--- config.mk ---
export PLATFORM = sky130hd
export DESIGN_NAME = pipe_stage_skid_flat
export DESIGN_NICKNAME = d
export VERILOG_FILES = /design/src/rtl/pipe_stage_skid_if.sv /design/src/rtl/pipe_stage_skid.sv /design/src/flat_wrapper.sv
export SDC_FILE = /design/constraint.sdc
export NUM_CORES = 1
export LEC_CHECK = 0
export ABC_AREA = 1
export CAP_MARGIN = 20
export CORE_UTILIZATION = 29
export CTS_CLUSTER_DIAMETER = 200
export DETAILED_ROUTE_END_ITERATION = 6
export HOLD_SLACK_MARGIN = 0.03
export PLACE_DENSITY = 0.52
export SYNTH_ARGS = -nofsm -noshare
export SYNTH_HDL_FRONTEND = slang
export SYNTH_SLANG_ARGS = --single-unit
--- constraint.sdc ---
create_clock -name clk -period 5.2 [get_ports clk]
set_clock_uncertainty 0.2 [all_clocks]
set_input_delay 1.04 -clock clk [delete_from_list [all_inputs] [get_ports clk]]
set_output_delay 1.04 -clock clk [all_outputs]
set_load 0.02 [all_outputs]
--- src/rtl/pipe_stage_skid_if.sv ---
// Handshake bundle between an upstream stage, the skid stage and the downstream stage.
// The slave modport is the stage's view; the master modport is the surrounding pipeline's view.
interface pipe_stage_skid_if #(
  parameter int DW = 32,
  parameter int RW = 5,
  parameter int CW = 3
);
  logic          in_valid;
  logic          in_ready;
  logic [DW-1:0] in_data;
  logic [RW-1:0] in_rn;
  logic [CW-1:0] in_ctrl;
  logic          out_valid;
  logic          out_ready;
  logic [DW-1:0] out_data;
  logic [RW-1:0] out_rn;
  logic [CW-1:0] out_ctrl;

  modport master (
    output in_valid, in_data, in_rn, in_ctrl, out_ready,
    input  in_ready, out_valid, out_data, out_rn, out_ctrl
  );

  modport slave (
    input  in_valid, in_data, in_rn, in_ctrl, out_ready,
    output in_ready, out_valid, out_data, out_rn, out_ctrl
  );
endinterface

--- src/rtl/pipe_stage_skid.sv ---
// Two-entry skid pipeline register: the main entry drives the outputs, the skid entry
// absorbs one beat when downstream stalls, so in_ready never depends on out_ready.
module pipe_stage_skid #(
  parameter int DW  = 32,
  parameter int RW  = 5,
  parameter int CW  = 3,
  parameter int SCW = 16
) (
  input  logic              clk,
  input  logic              clrn,
  input  logic              flush,
  pipe_stage_skid_if.slave  bus,
  output logic [SCW-1:0]    stall_cnt
);

  typedef enum logic [1:0] {
    ST_EMPTY = 2'd0,
    ST_ONE   = 2'd1,
    ST_TWO   = 2'd2
  } state_t;

  state_t        state_r, state_nx;
  logic [DW-1:0] main_data_r, skid_data_r;
  logic [RW-1:0] main_rn_r,   skid_rn_r;
  logic [CW-1:0] main_ctrl_r, skid_ctrl_r;

  logic in_ready_s, out_valid_s, accept_s, transfer_s;
  logic load_main_s, load_skid_s, move_skid_s, clr_ctrl_s;

  assign in_ready_s  = (state_r != ST_TWO) & ~flush;
  assign out_valid_s = (state_r != ST_EMPTY);
  assign accept_s    = bus.in_valid & in_ready_s;
  assign transfer_s  = out_valid_s & bus.out_ready;

  assign bus.in_ready  = in_ready_s;
  assign bus.out_valid = out_valid_s;
  assign bus.out_data  = main_data_r;
  assign bus.out_rn    = main_rn_r;
  // Bubbles must never carry live control bits downstream (e.g. a stray register write).
  assign bus.out_ctrl  = out_valid_s ? main_ctrl_r : {CW{1'b0}};

  // State register.
  always_ff @(posedge clk or negedge clrn) begin
    if (!clrn) begin
      state_r <= ST_EMPTY;
    end else begin
      state_r <= state_nx;
    end
  end

  // Next-state and entry-update decode; flush overrides every handshake.
  always_comb begin
    state_nx    = state_r;
    load_main_s = 1'b0;
    load_skid_s = 1'b0;
    move_skid_s = 1'b0;
    clr_ctrl_s  = 1'b0;
    if (flush) begin
      state_nx   = ST_EMPTY;
      clr_ctrl_s = 1'b1;
    end else begin
      case (state_r)
        ST_EMPTY: begin
          if (accept_s) begin
            state_nx    = ST_ONE;
            load_main_s = 1'b1;
          end else begin
            state_nx = ST_EMPTY;
          end
        end
        ST_ONE: begin
          if (accept_s && transfer_s) begin
            state_nx    = ST_ONE;
            load_main_s = 1'b1;
          end else if (accept_s) begin
            state_nx    = ST_TWO;
            load_skid_s = 1'b1;
          end else if (transfer_s) begin
            state_nx = ST_EMPTY;
          end else begin
            state_nx = ST_ONE;
          end
        end
        ST_TWO: begin
          if (transfer_s) begin
            state_nx    = ST_ONE;
            move_skid_s = 1'b1;
          end else begin
            state_nx = ST_TWO;
          end
        end
        default: begin
          state_nx   = ST_EMPTY;
          clr_ctrl_s = 1'b1;
        end
      endcase
    end
  end

  // Main and skid entries; payload is kept on flush so out_data/out_rn stay stable.
  always_ff @(posedge clk or negedge clrn) begin
    if (!clrn) begin
      main_data_r <= {DW{1'b0}};
      main_rn_r   <= {RW{1'b0}};
      main_ctrl_r <= {CW{1'b0}};
      skid_data_r <= {DW{1'b0}};
      skid_rn_r   <= {RW{1'b0}};
      skid_ctrl_r <= {CW{1'b0}};
    end else if (clr_ctrl_s) begin
      main_ctrl_r <= {CW{1'b0}};
      skid_ctrl_r <= {CW{1'b0}};
    end else begin
      if (load_main_s) begin
        main_data_r <= bus.in_data;
        main_rn_r   <= bus.in_rn;
        main_ctrl_r <= bus.in_ctrl;
      end else if (move_skid_s) begin
        main_data_r <= skid_data_r;
        main_rn_r   <= skid_rn_r;
        main_ctrl_r <= skid_ctrl_r;
      end
      if (load_skid_s) begin
        skid_data_r <= bus.in_data;
        skid_rn_r   <= bus.in_rn;
        skid_ctrl_r <= bus.in_ctrl;
      end
    end
  end

  // Saturating downstream-stall counter; survives flush, cleared only by reset.
  always_ff @(posedge clk or negedge clrn) begin
    if (!clrn) begin
      stall_cnt <= {SCW{1'b0}};
    end else if (out_valid_s && !bus.out_ready && (stall_cnt != {SCW{1'b1}})) begin
      stall_cnt <= stall_cnt + SCW'(1'b1);
    end else begin
      stall_cnt <= stall_cnt;
    end
  end

endmodule

--- src/flat_wrapper.sv ---
// flat-port wrapper written by rule: the top's interface ports become plain ports
module pipe_stage_skid_flat 
#(
  parameter int DW  = 32,
  parameter int RW  = 5,
  parameter int CW  = 3,
  parameter int SCW = 16
)
  (clk, clrn, flush, stall_cnt, bus_in_valid, bus_in_data, bus_in_rn, bus_in_ctrl, bus_out_ready, bus_in_ready, bus_out_valid, bus_out_data, bus_out_rn, bus_out_ctrl);
  pipe_stage_skid_if #(.DW(DW), .RW(RW), .CW(CW)) bus_i ();
  input  logic clk;
  input  logic clrn;
  input  logic flush;
  output logic [SCW-1:0] stall_cnt;
  input wire logic [$bits(bus_i.in_valid)-1:0] bus_in_valid;
  input wire logic [$bits(bus_i.in_data)-1:0] bus_in_data;
  input wire logic [$bits(bus_i.in_rn)-1:0] bus_in_rn;
  input wire logic [$bits(bus_i.in_ctrl)-1:0] bus_in_ctrl;
  input wire logic [$bits(bus_i.out_ready)-1:0] bus_out_ready;
  output wire logic [$bits(bus_i.in_ready)-1:0] bus_in_ready;
  output wire logic [$bits(bus_i.out_valid)-1:0] bus_out_valid;
  output wire logic [$bits(bus_i.out_data)-1:0] bus_out_data;
  output wire logic [$bits(bus_i.out_rn)-1:0] bus_out_rn;
  output wire logic [$bits(bus_i.out_ctrl)-1:0] bus_out_ctrl;
  assign bus_i.in_valid = bus_in_valid;
  assign bus_i.in_data = bus_in_data;
  assign bus_i.in_rn = bus_in_rn;
  assign bus_i.in_ctrl = bus_in_ctrl;
  assign bus_i.out_ready = bus_out_ready;
  assign bus_in_ready = bus_i.in_ready;
  assign bus_out_valid = bus_i.out_valid;
  assign bus_out_data = bus_i.out_data;
  assign bus_out_rn = bus_i.out_rn;
  assign bus_out_ctrl = bus_i.out_ctrl;
  pipe_stage_skid #(.DW(DW), .RW(RW), .CW(CW), .SCW(SCW)) u_core (.clk(clk), .clrn(clrn), .flush(flush), .bus(bus_i), .stall_cnt(stall_cnt));
endmodule
==> results by group <==
Run status
  – Status: complete, no violations

STA
  – Final hold violations: 0
  – # setup viols final: 0
  – FMAX: 0.261 GHz
  – Fin crit period: 3.84 ns
  – Worst slew margin: 0.336
  – Worst Max-Slew Pin Slew: 0.992 ns
  – Final period utilization: 0.738
  – Pins Over Slew Limit: 0
  – Setup TNS: 0 ns
  – RSZ-0062 raised after global routing: false

Routing
  – Via count: 4,227
  – DRC violations left: 0
  – DR WL/cell: 13.1 um
  – TritonRoute pass-1 iters: 5
  – Via density: 4.44
  – Final ANT Viol Nets: 0
  – Starting DRT DRC Count: 262
  – Total Wirelength: 12,500 um

Setup path
  – Crit path cell chain: clkdlybuf4s50_1, inv_2, nand4_2, nand2_2, nand2_2, o21ai_0, nand2_1, nand2_1
  – Crit path max fanout: 45
  – Worst setup EP type: flip-flop
  – CP arrival: 3.91 ns
  – Slowest CP cell: inv_2
  – Delay-heaviest family, CP: simple AND/OR/NAND/NOR gates
  – Critical path's largest stage delay: 0.70 ns
  – Critical path type: input port to flip-flop
  – Critical path startpoint category: input port
  – Worst R2R Path Depth: 8
  – Levels on crit path: 8
  – Crit path buf inv count: 2
  – CP required: 5.27 ns

Clock tree
  – Post-CTS Setup Repair Bufs: 0
  – CTS Sinks: 98
  – H-tree levels: 3
  – Root Driver: clkbuf_16
  – # hold bufs at CTS: 0
  – Clk buf depth: 2
  – CTS tree: built
  – Clk_lat worst skew: 0.34 ns
  – Post-CTS sizing: 0
  – Clock slew at reported path FFs: 0.06 ns
  – CTS Buf Count: 9

Logic synthesis
  – Seq/Total Area, Yosys: 0.506
  – #FFs+latches synth: 98
  – Synth top area share: 0.506
  – Synth warn: 0
  – Synth top area cells: dfrtp_1, nand2_1, o21ai_0
  – Syn nets: 694
  – Synth cell types: 27
  – Post-synthesis cell count: 646
  – Area leader, netlist: dfrtp_1
  – Syn_area_per_cell: 7.50 um2
  – Synthesized cell area: 4840 um2

Global route
  – Overall routing resource usage: 0.149
  – Number of global-route vias before repair: 4,129
  – First-pass GRT wire length: 20,700 um
  – Global route overflow: 0
  – Initial antenna violation count: 0
  – Largest net degree at the start of global routing: 59

Layout
  – Synth-to-Final Area Change: 30.9%
  – Nets: 782
  – # diodes: 0
  – Share of layout cells above drive strength 1: 0.0434
  – Post-Layout Cell Count: 953
  – Fill count: 1,687

Floorplan
  – Die Y: 131 um
  – Site row count: 46
  – DIE AREA: 17,200 um2
  – Starting Density: 0.300
  – Die width: 131 um
  – Core box area: 16,100 um2
  – I/O Pins: 103

Placed design
  – GPL Wtd Cong: 0.750
  – Inst Count DP: 939
  – Dpl hpwl: 8380 um
  – Port Buffers: 102

Pwr
  – Power density cells: 366 nW/um2
  – Worst VDD drop: 0.155 mV
  – Total power: 0.00232 W
  – LEAKAGE: 3.00 nW

Job
  – Max Cap Violations: 0

Hold path
  – Hold Path Cell Cnt: 2
  – Hold Crit Class: flip-flop to flip-flop
layout by cell type, fill, tap and decap left out:
cell type and n:
o21ai_4 1, inv_1 97, nor2_2 2, inv_2 5, nand3_1 45, nor2_4 1
bufinv_16 2, nand4_2 1, nand2_2 2, clkbuf_8 1, nand2_1 232, clkbuf_16 9
clkinv_2 1, o21ai_2 1, o22ai_1 3, nor3b_1 1, a21oi_1 1, a31oi_1 1
o21ai_0 73, buf_4 5, o21ai_1 10, nand3_2 1, nor2_1 23, clkbuf_1 1
dfrtp_1 98, clkdlybuf4s50_1 101, ha_1 3, xnor2_1 7, o31ai_1 1, nand4_1 8
state kept, by name, summed over array words and instances (netlist names):
| signal | count |
|---|---|
| u_core.bus.out_data | 32 |
| u_core.stall_cnt | 16 |
| u_core.skid_ctrl_r | 3 |
| u_core.bus.out_rn | 5 |
| u_core.state_r | 2 |
| u_core.main_ctrl_r | 3 |
| u_core.skid_rn_r | 5 |
| u_core.skid_data_r | 32 |
routing by layer:
layer | global-route usage | part of all wire | vias up
met5 | 0 | 0 | -
met4 | 0.0542 | 0.010 | 0
met3 | 0.0332 | 0.054 | 12
met2 | 0.238 | 0.46 | 103
met1 | 0.198 | 0.48 | 1946
li1 | - | - | 2166
worst paths after layout:
kind / from / endpoint / slack, ns
min in group asynchronous: clrn / u_core.skid_rn_r[3]$_DFFE_PN0P_ / 0.57
max in group asynchronous: clrn / u_core.bus.out_data[24]$_DFFE_PN0P_ / 3.21
min reg2reg: u_core.bus.out_data[2]$_DFFE_PN0P_ / u_core.bus.out_data[2]$_DFFE_PN0P_ / 0.28
min: u_core.bus.out_data[2]$_DFFE_PN0P_ / u_core.bus.out_data[2]$_DFFE_PN0P_ / 0.28
max: flush / u_core.bus.out_data[18]$_DFFE_PN0P_ / 1.36
max reg2reg: u_core.state_r[0]$_DFF_PN0_ / u_core.bus.out_data[10]$_DFFE_PN0P_ / 2.27
metrics by stage:
stage	worst slack [ns]	hold WS, ns	util	instance area [um2]
5_1_grt	1.13	0.295	0.393	6340
6_report	1.36	0.278	0.393	6340
3_5_place_dp	1.05	0.266	0.374	6030
2_1_floorplan	2.63	0.253	-	4840
3_3_place_gp	1.14	0.265	0.374	6030
4_1_cts	1.40	0.283	0.393	6340
report_power, final:
group          switching [W]  internal, W
logic               0.000313     0.000268
registers           0.000107     0.000924
clock network       0.000275     0.000429
layout make-up:
type	instances	area, um2	area share
sequential	98	2450	0.387
multi-input combinational	417	1880	0.296
timing repair buffer	106	1050	0.165
inverter	102	383	0.0604
tap	216	270	0.0426
clock buffer	11	243	0.0383
clock inverter	3	65.1	0.0103
kinds of logic after synthesis:
family | Yosys count | share of synthesized area
xor+xnor | 7 | 0.0127
simple gates | 316 | 0.267
buf+inv | 131 | 0.107
flops | 98 | 0.506
compound gates | 91 | 0.0987
fa+ha+maj | 3 | 0.00775
worst min-delay path, cell delays in order, from the launching register on:
cell	delay, ns
dfrtp_1	0.34
nand2_1	0.05
nand2_1	0.05
synth_stat cells, drive strengths merged:
cell and n:
o31ai 1, nor2 26, nand3 46, xnor2 7
nor3b 1, a31oi 1, o21ai 85, a21oi 1
buf 16, ha 3, o22ai 3, clkbuf 13
dfrtp 98, inv 102, nand4 9, nand2 234
No activity file was read; power rests on OpenSTA's default activity.
